**config.mk**
```make
export PLATFORM = sky130hd
export DESIGN_NAME = cfg_loader
export DESIGN_NICKNAME = d
export VERILOG_FILES = /design/src/rtl/cfg_loader.sv
export SDC_FILE = /design/constraint.sdc
export NUM_CORES = 1
export LEC_CHECK = 0
export CAP_MARGIN = 15
export CORE_UTILIZATION = 48
export DETAILED_ROUTE_END_ITERATION = 12
export GPL_TIMING_DRIVEN = 1
export MAX_ROUTING_LAYER = met4
export PLACE_DENSITY = 0.76
export SLEW_MARGIN = 0
export SYNTH_ARGS = -nofsm -noshare
export SYNTH_HDL_FRONTEND = slang
export SYNTH_SLANG_ARGS = --single-unit
```
**constraint.sdc**
```tcl
create_clock -name clk -period 2.1 [get_ports clk]
set_input_delay 0.315 -clock clk [delete_from_list [all_inputs] [get_ports clk]]
set_output_delay 0.315 -clock clk [all_outputs]
set_load 0.05 [all_outputs]
```
**src/rtl/cfg_loader.sv**
```systemverilog
// cfg_loader
// Streams a configuration image from a host into the tinyFPGA configuration
// chain. In verify mode it re-shifts the same image and compares the chain's
// serial output with the bit being shifted in.
//
// Ports
//   clk, rst_n       : clock shared with the chain; async active-low reset
//   start, verify    : begin a pass (sampled in IDLE only); verify=1 selects readback
//   s_data/s_valid/s_ready : host byte stream, MSB shifted first
//   cfg_en, cfg_data : registered chain shift enable / serial data in
//   cfg_out          : chain serial data out (last stage)
//   busy, done       : pass in progress / one-cycle end-of-pass pulse
//   error, mismatch_cnt, first_err_idx : verify results, cleared by an accepted start
//   state_dbg        : current FSM state for observation
//
// Handshake: a byte transfers on a rising edge where s_valid and s_ready are
// both 1. s_ready depends only on the FSM state (high in FETCH), never on
// s_valid; s_data is don't-care whenever s_ready is 0.
module cfg_loader #(
   parameter int CHAIN_LEN = 128,
   parameter int IDX_W     = (CHAIN_LEN > 1) ? $clog2(CHAIN_LEN) : 1
) (
   input  logic             clk,
   input  logic             rst_n,
   input  logic             start,
   input  logic             verify,
   input  logic [7:0]       s_data,
   input  logic             s_valid,
   output logic             s_ready,
   output logic             cfg_en,
   output logic             cfg_data,
   input  logic             cfg_out,
   output logic             busy,
   output logic             done,
   output logic             error,
   output logic [15:0]      mismatch_cnt,
   output logic [IDX_W-1:0] first_err_idx,
   output logic [1:0]       state_dbg
);

   typedef enum logic [1:0] {
      IDLE  = 2'd0,
      FETCH = 2'd1,
      SHIFT = 2'd2
   } state_t;

   localparam logic [IDX_W-1:0] LAST_IDX = IDX_W'(CHAIN_LEN - 1);

   state_t           state, state_next;
   logic [7:0]       sreg;       // remaining bits of the current byte, MSB next
   logic [IDX_W-1:0] bit_idx;    // chain index of the bit now on cfg_data
   logic [2:0]       byte_bit;   // position of that bit within its byte
   logic             verify_q;
   logic             last_bit;
   logic             byte_end;

   assign last_bit  = (bit_idx == LAST_IDX);
   assign byte_end  = (byte_bit == 3'd7);
   assign state_dbg = state;

   always_ff @(posedge clk or negedge rst_n) begin
      if (!rst_n) state <= IDLE;
      else        state <= state_next;
   end

   always_comb begin
      state_next = state;
      s_ready    = 1'b0;
      busy       = 1'b0;
      case (state)
         IDLE: begin
            if (start) state_next = FETCH;
         end
         FETCH: begin
            s_ready = 1'b1;
            busy    = 1'b1;
            if (s_valid) state_next = SHIFT;
         end
         SHIFT: begin
            busy = 1'b1;
            // The final partial byte ends the pass early; its low bits are dropped.
            if (last_bit)      state_next = IDLE;
            else if (byte_end) state_next = FETCH;
         end
         default: state_next = IDLE;
      endcase
   end

   // cfg_en/cfg_data are loaded one edge ahead so the chain sees bit k on the
   // edge that retires it; the compare uses the same edge, when cfg_out still
   // holds bit k of the previously loaded image.
   always_ff @(posedge clk or negedge rst_n) begin
      if (!rst_n) begin
         sreg          <= '0;
         bit_idx       <= '0;
         byte_bit      <= '0;
         verify_q      <= 1'b0;
         cfg_en        <= 1'b0;
         cfg_data      <= 1'b0;
         done          <= 1'b0;
         error         <= 1'b0;
         mismatch_cnt  <= '0;
         first_err_idx <= '0;
      end else begin
         done <= 1'b0;
         case (state)
            IDLE: begin
               if (start) begin
                  verify_q      <= verify;
                  bit_idx       <= '0;
                  error         <= 1'b0;
                  mismatch_cnt  <= '0;
                  first_err_idx <= '0;
               end
            end
            FETCH: begin
               if (s_valid) begin
                  cfg_en   <= 1'b1;
                  cfg_data <= s_data[7];
                  sreg     <= {s_data[6:0], 1'b0};
                  byte_bit <= '0;
               end
            end
            SHIFT: begin
               if (verify_q && (cfg_out != cfg_data)) begin
                  error <= 1'b1;
                  if (mismatch_cnt != 16'hFFFF) mismatch_cnt <= mismatch_cnt + 16'd1;
                  if (!error) first_err_idx <= bit_idx;
               end
               if (last_bit) begin
                  cfg_en <= 1'b0;
                  done   <= 1'b1;
               end else if (byte_end) begin
                  cfg_en  <= 1'b0;
                  bit_idx <= bit_idx + IDX_W'(1);
               end else begin
                  cfg_data <= sreg[7];
                  sreg     <= {sreg[6:0], 1'b0};
                  bit_idx  <= bit_idx + IDX_W'(1);
                  byte_bit <= byte_bit + 3'd1;
               end
            end
            default: ;
         endcase
      end
   end

endmodule

```
-- Word-level counts from Yosys, hierarchy flattened
Index checks and enable logic that the tools add are counted.
- bits in registers: 48
- word-level logic and storage cells: 79
- input port bits: 14
- equal/unequal tests: 14
- reduce and logical (&&, ||, !) cells: 13
- $add $sub $neg: 3
- mux-type cells: 38
- operator list (cell ; number):
    $mux W16 ; 3
    $pmux W16 S2 ; 1
    $mux W7 ; 4
    $pmux W7 S2 ; 2
    $mux W8 ; 3
    $add A16 B1 Y16 const B ; 1
    $ne A16 B16 Y1 const B ; 1
    $pmux W8 S2 ; 1
    $ne A2 B2 Y1 const B ; 7
    $mux W1 ; 12
    $reduce_and A3 Y1 ; 4
    $reduce_and A4 Y1 ; 3
    $mux W3 ; 3
    $mux W2 ; 4
    $add A7 B1 Y7 const B ; 1
    $eq A7 B7 Y1 const B ; 1
    $pmux W1 S2 ; 3
    $pmux W2 S3 ; 1
    $pmux W3 S2 ; 1
    $reduce_bool A2 Y1 ; 2
    $add A3 B1 Y3 const B ; 1
    $eq A3 B3 Y1 const B ; 1
    $ne A3 B3 Y1 const B ; 1
    $eq A2 B1 Y1 const B ; 1
    other kinds (6) ; 6

-- Depth between registers and ports, before layout
Gate-level depths: netlist (run 1).
- depth in word-level cells: 4
- depth in mapped cells: 9
- mapped depth without buffers: 6

-- Worst setup path after synthesis (run 1)
No wires, ideal clock.
- kind: flip-flop to flip-flop
- start: register state[1], in the netlist state_dbg[1]
- end: register byte_bit[0]
- buffers on the path: 1
- arrival time: 2215 ps
- clock period less this slack: 2340 ps
- setup time: 125 ps
- required time: 1975 ps
- stages on the path, launching flop included: 7
- path slack: -240 ps
- cell sequence: dfrtp_1 inv_1 ha_1 nand2_1 a21oi_1 buf_2 mux2_2
- longest elaborated chain between the ends: 3
- RTL lines (item ; line ; text):
    start: declaration ; 49 ; state_t state, state_next;
    start signal: assignment ; 63 ; else state <= state_next;
    $eq A2 B2 Y1 / $eq A2 B1 Y1 (equally long branches) ; 106 ; case (state)
    $ne A2 B2 Y1 (no line) / $reduce_bool A2 Y1 (equally long branches) ; - ;
    $reduce_and A4 Y1 (no line) ; - ;
    end signal: assignment ; 140 ; byte_bit <= byte_bit + 3'd1;
    end: declaration ; 52 ; logic [2:0] byte_bit;
Several ways; a longest one is shown, not always the timed one.
A chain may end at the register's enable or synchronous reset.

-- Worst setup path after layout (run 1)
- start: register mismatch_cnt[2]
- end: output mismatch_cnt[2]
- RTL lines (item ; line ; text):
    start: declaration ; 36 ; output logic [15:0] mismatch_cnt,
    start signal: assignment ; 127 ; if (mismatch_cnt != 16'hFFFF) mismatch_cnt <= mismatch_cnt + 16'd1;
No word-level cell between the ends.

==> results of run 1 <==
-- power by group through the flow --
stage	Combinational (W)	Sequential [W]	Clock, W
after floorplan	0.00119	0.00179	0
after global placement	0.00229	0.00138	0
after detailed placement	0.00231	0.00140	0
after CTS	0.00232	0.00138	0.000605
after global routing	0.00253	0.00143	0.000636
final	0.00234	0.00138	0.000596
-- synth_stat cells, types with 6 or more instances --
master | count | share of area
nand2b_1 | 10 | 0.024
inv_1 | 10 | 0.014
ha_1 | 8 | 0.038
nand2_1 | 31 | 0.044
o21ai_0 | 29 | 0.055
nor3_1 | 6 | 0.011
nand3_1 | 11 | 0.021
nor2_1 | 7 | 0.010
o211ai_1 | 12 | 0.034
clkbuf_1 | 6 | 0.0086
nand4_1 | 6 | 0.014
a21oi_1 | 9 | 0.017
mux2_2 | 18 | 0.077
dfrtp_1 | 47 | 0.45
-- path summary, 6_finish.rpt --
path	from	endpoint	slack, ns	depth (start not counted)
setup / recovery	mismatch_cnt[2]$_DFFE_PN0P_	mismatch_cnt[2]	0.17	1
hold / removal	first_err_idx[6]$_DFFE_PN0P_	first_err_idx[6]$_DFFE_PN0P_	0.48	2
max in group asynchronous	rst_n	mismatch_cnt[1]$_DFFE_PN0P_	1.04	3
hold reg to reg	first_err_idx[6]$_DFFE_PN0P_	first_err_idx[6]$_DFFE_PN0P_	0.48	2
setup reg to reg	state_dbg[0]$_DFFE_PN0P_	mismatch_cnt[5]$_DFFE_PN0P_	0.20	6
min in group asynchronous	rst_n	state_dbg[1]$_DFFE_PN0P_	0.53	2
-- layout make-up --
| type | instances | share of cell area |
|---|---|---|
| Multi-Input combinational cell | 198 | 0.402 |
| Sequential cell | 47 | 0.354 |
| Timing Repair Buffer | 63 | 0.176 |
| Clock buffer | 8 | 0.0300 |
| Tap cell | 70 | 0.0263 |
| Inverter | 10 | 0.0113 |
-- per-stage QoR --
stage          area [um2]  setup slack (ns)  hold slack, ns  power (W)
2_1_floorplan        2630            0.0146          0.0194    0.00298
3_3_place_gp         3210           0.00824           0.319    0.00367
3_5_place_dp         3210           -0.0274           0.323    0.00371
4_1_cts              3320           0.00486           0.489    0.00431
5_1_grt              3330             0.104           0.522    0.00459
6_report             3330             0.167           0.484    0.00432
-- timing repair --
item                                    CTS  global route
gates resized for setup                   0             2
hold endpoints to repair                  3             0
endpoints found under the setup margin    0             8
hold buffers                              1             0
-- layer usage --
layer	vias to the layer above	GRT usage	part of all wire
li1	1107	-	-
met1	1096	0.297	0.46
met2	75	0.345	0.48
met3	6	0.0325	0.052
met4	0	0.0750	0.011
met5	-	-	0
-- kinds of logic after synthesis --
family	synth area share
xor+xnor	0.00334
compound gates	0.180
fa+ha+maj	0.0382
buf+inv	0.0477
simple gates	0.197
mux	0.0850
flops	0.449
-- sequential cells by signal, summed over array words and instances, names as in the netlist --
| register | flops |
|---|---|
| bit_idx | 7 |
| byte_bit | 3 |
| cfg_data | 1 |
| cfg_en | 1 |
| done | 1 |
| error | 1 |
| first_err_idx | 7 |
| mismatch_cnt | 16 |
| sreg | 7 |
| state_dbg | 2 |
| verify_q | 1 |
==> flow_summary.toml, run 1 <==
[clocking]
clockRootBuffer = "clkbuf_8"
cts_sinks = 47
htreeDepth = 2
cts_buffers = 5
clkLatencyLatePin_ns = 0.29
path_clk_slew_ns = 0.08
cts_tree = "done"
clk_path_buf_depth = 2
post_cts_buffers = 0

[routing]
via_per_inst = 5.77
drt_pre_antenna_iters = 4
first_iter_violations = 241
ant_nets = 0
drt-total-wl_um = 5780
post_drt_wl_per_cell_um = 14.6
dr_total_vias = 2284
drc_errors = 0

[critical_path]
critPathBufInv = 1
crit_chain = "clkdlybuf4s50_1"
path_delay_family = "buffers and inverters"
cp.required_ns = 1.78
critical_path_class = "flip-flop to output port"
arrival_ns = 1.62
max_stage_delay_ns = 0.85
start_kind = "flip-flop"
critPathMaxFanout = 9
cpMaxStageDelayCell = "clkdlybuf4s50_1"
end_kind = "output port"

[floorplan]
initial_core_util = 0.507
rows = 26
die_area_um2 = 5760
die_w_um = 75.9
die_h_um = 75.9
core_area_um2 = 5170
io_pins = 45

[timing]
fin_setup_tns_ns = 0
finalClockSkew_ns = 0.00390
finalMaxSlewViolations = 0
period_share = 0.920
tightest_slew_ns = 0.530
period_minus_slack_ns = 1.93
slew_headroom = 0.647
hold_viol = 0
max_freq_mhz = 517
setup_viol = 0
rsz0062_at_grt = "no"

[worst_hold_path]
hold_path.class = "flip-flop to flip-flop"

[cells_and_area]
finish.utilization = 0.645
mostFrequentLayoutCells = "43 x dfrtp_1, 41 x clkdlybuf4s50_1, 31 x nand2_1"
multi_input_area_um2 = 1340
n_antenna_cell = 0
nFillCells = 441
drive_gt1_frac = 0.184
nNetsFinal = 347
final_common_cell = "dfrtp_1"
syn_to_final_growth_pct = 27.2
ff_latch_area_um2 = 1180
finalNonFillerCells = 396

[yosys]
synth.yosys.seq_area_share = 0.449
syn_nets = 291
synth-seq-cells = 47
postSynthAreaPerCell_um2 = 9.74
ys_types = 48
yosys_warnings = 0
ys.flop_type = "dfrtp_1"
async_flop_share = 1.00
syn_area_um2 = 2620
synth_edf_count = 0
synth_cells = 269

[power]
sw_frac_of_total = 0.443
power_leakage_nw = 1.34
p_clk_frac = 0.138
power.share.sequential = 0.320
vdd_drop_max_v = 0.000810
combPwrFrac = 0.542
p_per_area_nw_per_um2 = 1300
p_sw_w = 0.00191
p_int_w = 0.00241

[placement]
dpl.hpwl_um = 4170
finalWeightedCongestion = 0.858
placedCellCount = 387
numPortBuffers = 44

[run_status]
run_status = "complete, no violations"

[global_route]
grt_pass1_vias = 2163
grt_pass1_wl_um = 10100
grt_start_max_net_pins = 27
track_usage = 0.221
grt_overflow_total = 0
antenna_found_initial = 0

[job]
maxCapViolCount = 0
Power figures use the tool's default switching activity.
==> inputs of run 2 (changes only) <==
Settings changed: GPL_TIMING_DRIVEN 1 to unset.
==> results of run 2 <==
No change in the layout: final DEF, timing and power equal those of run 1.
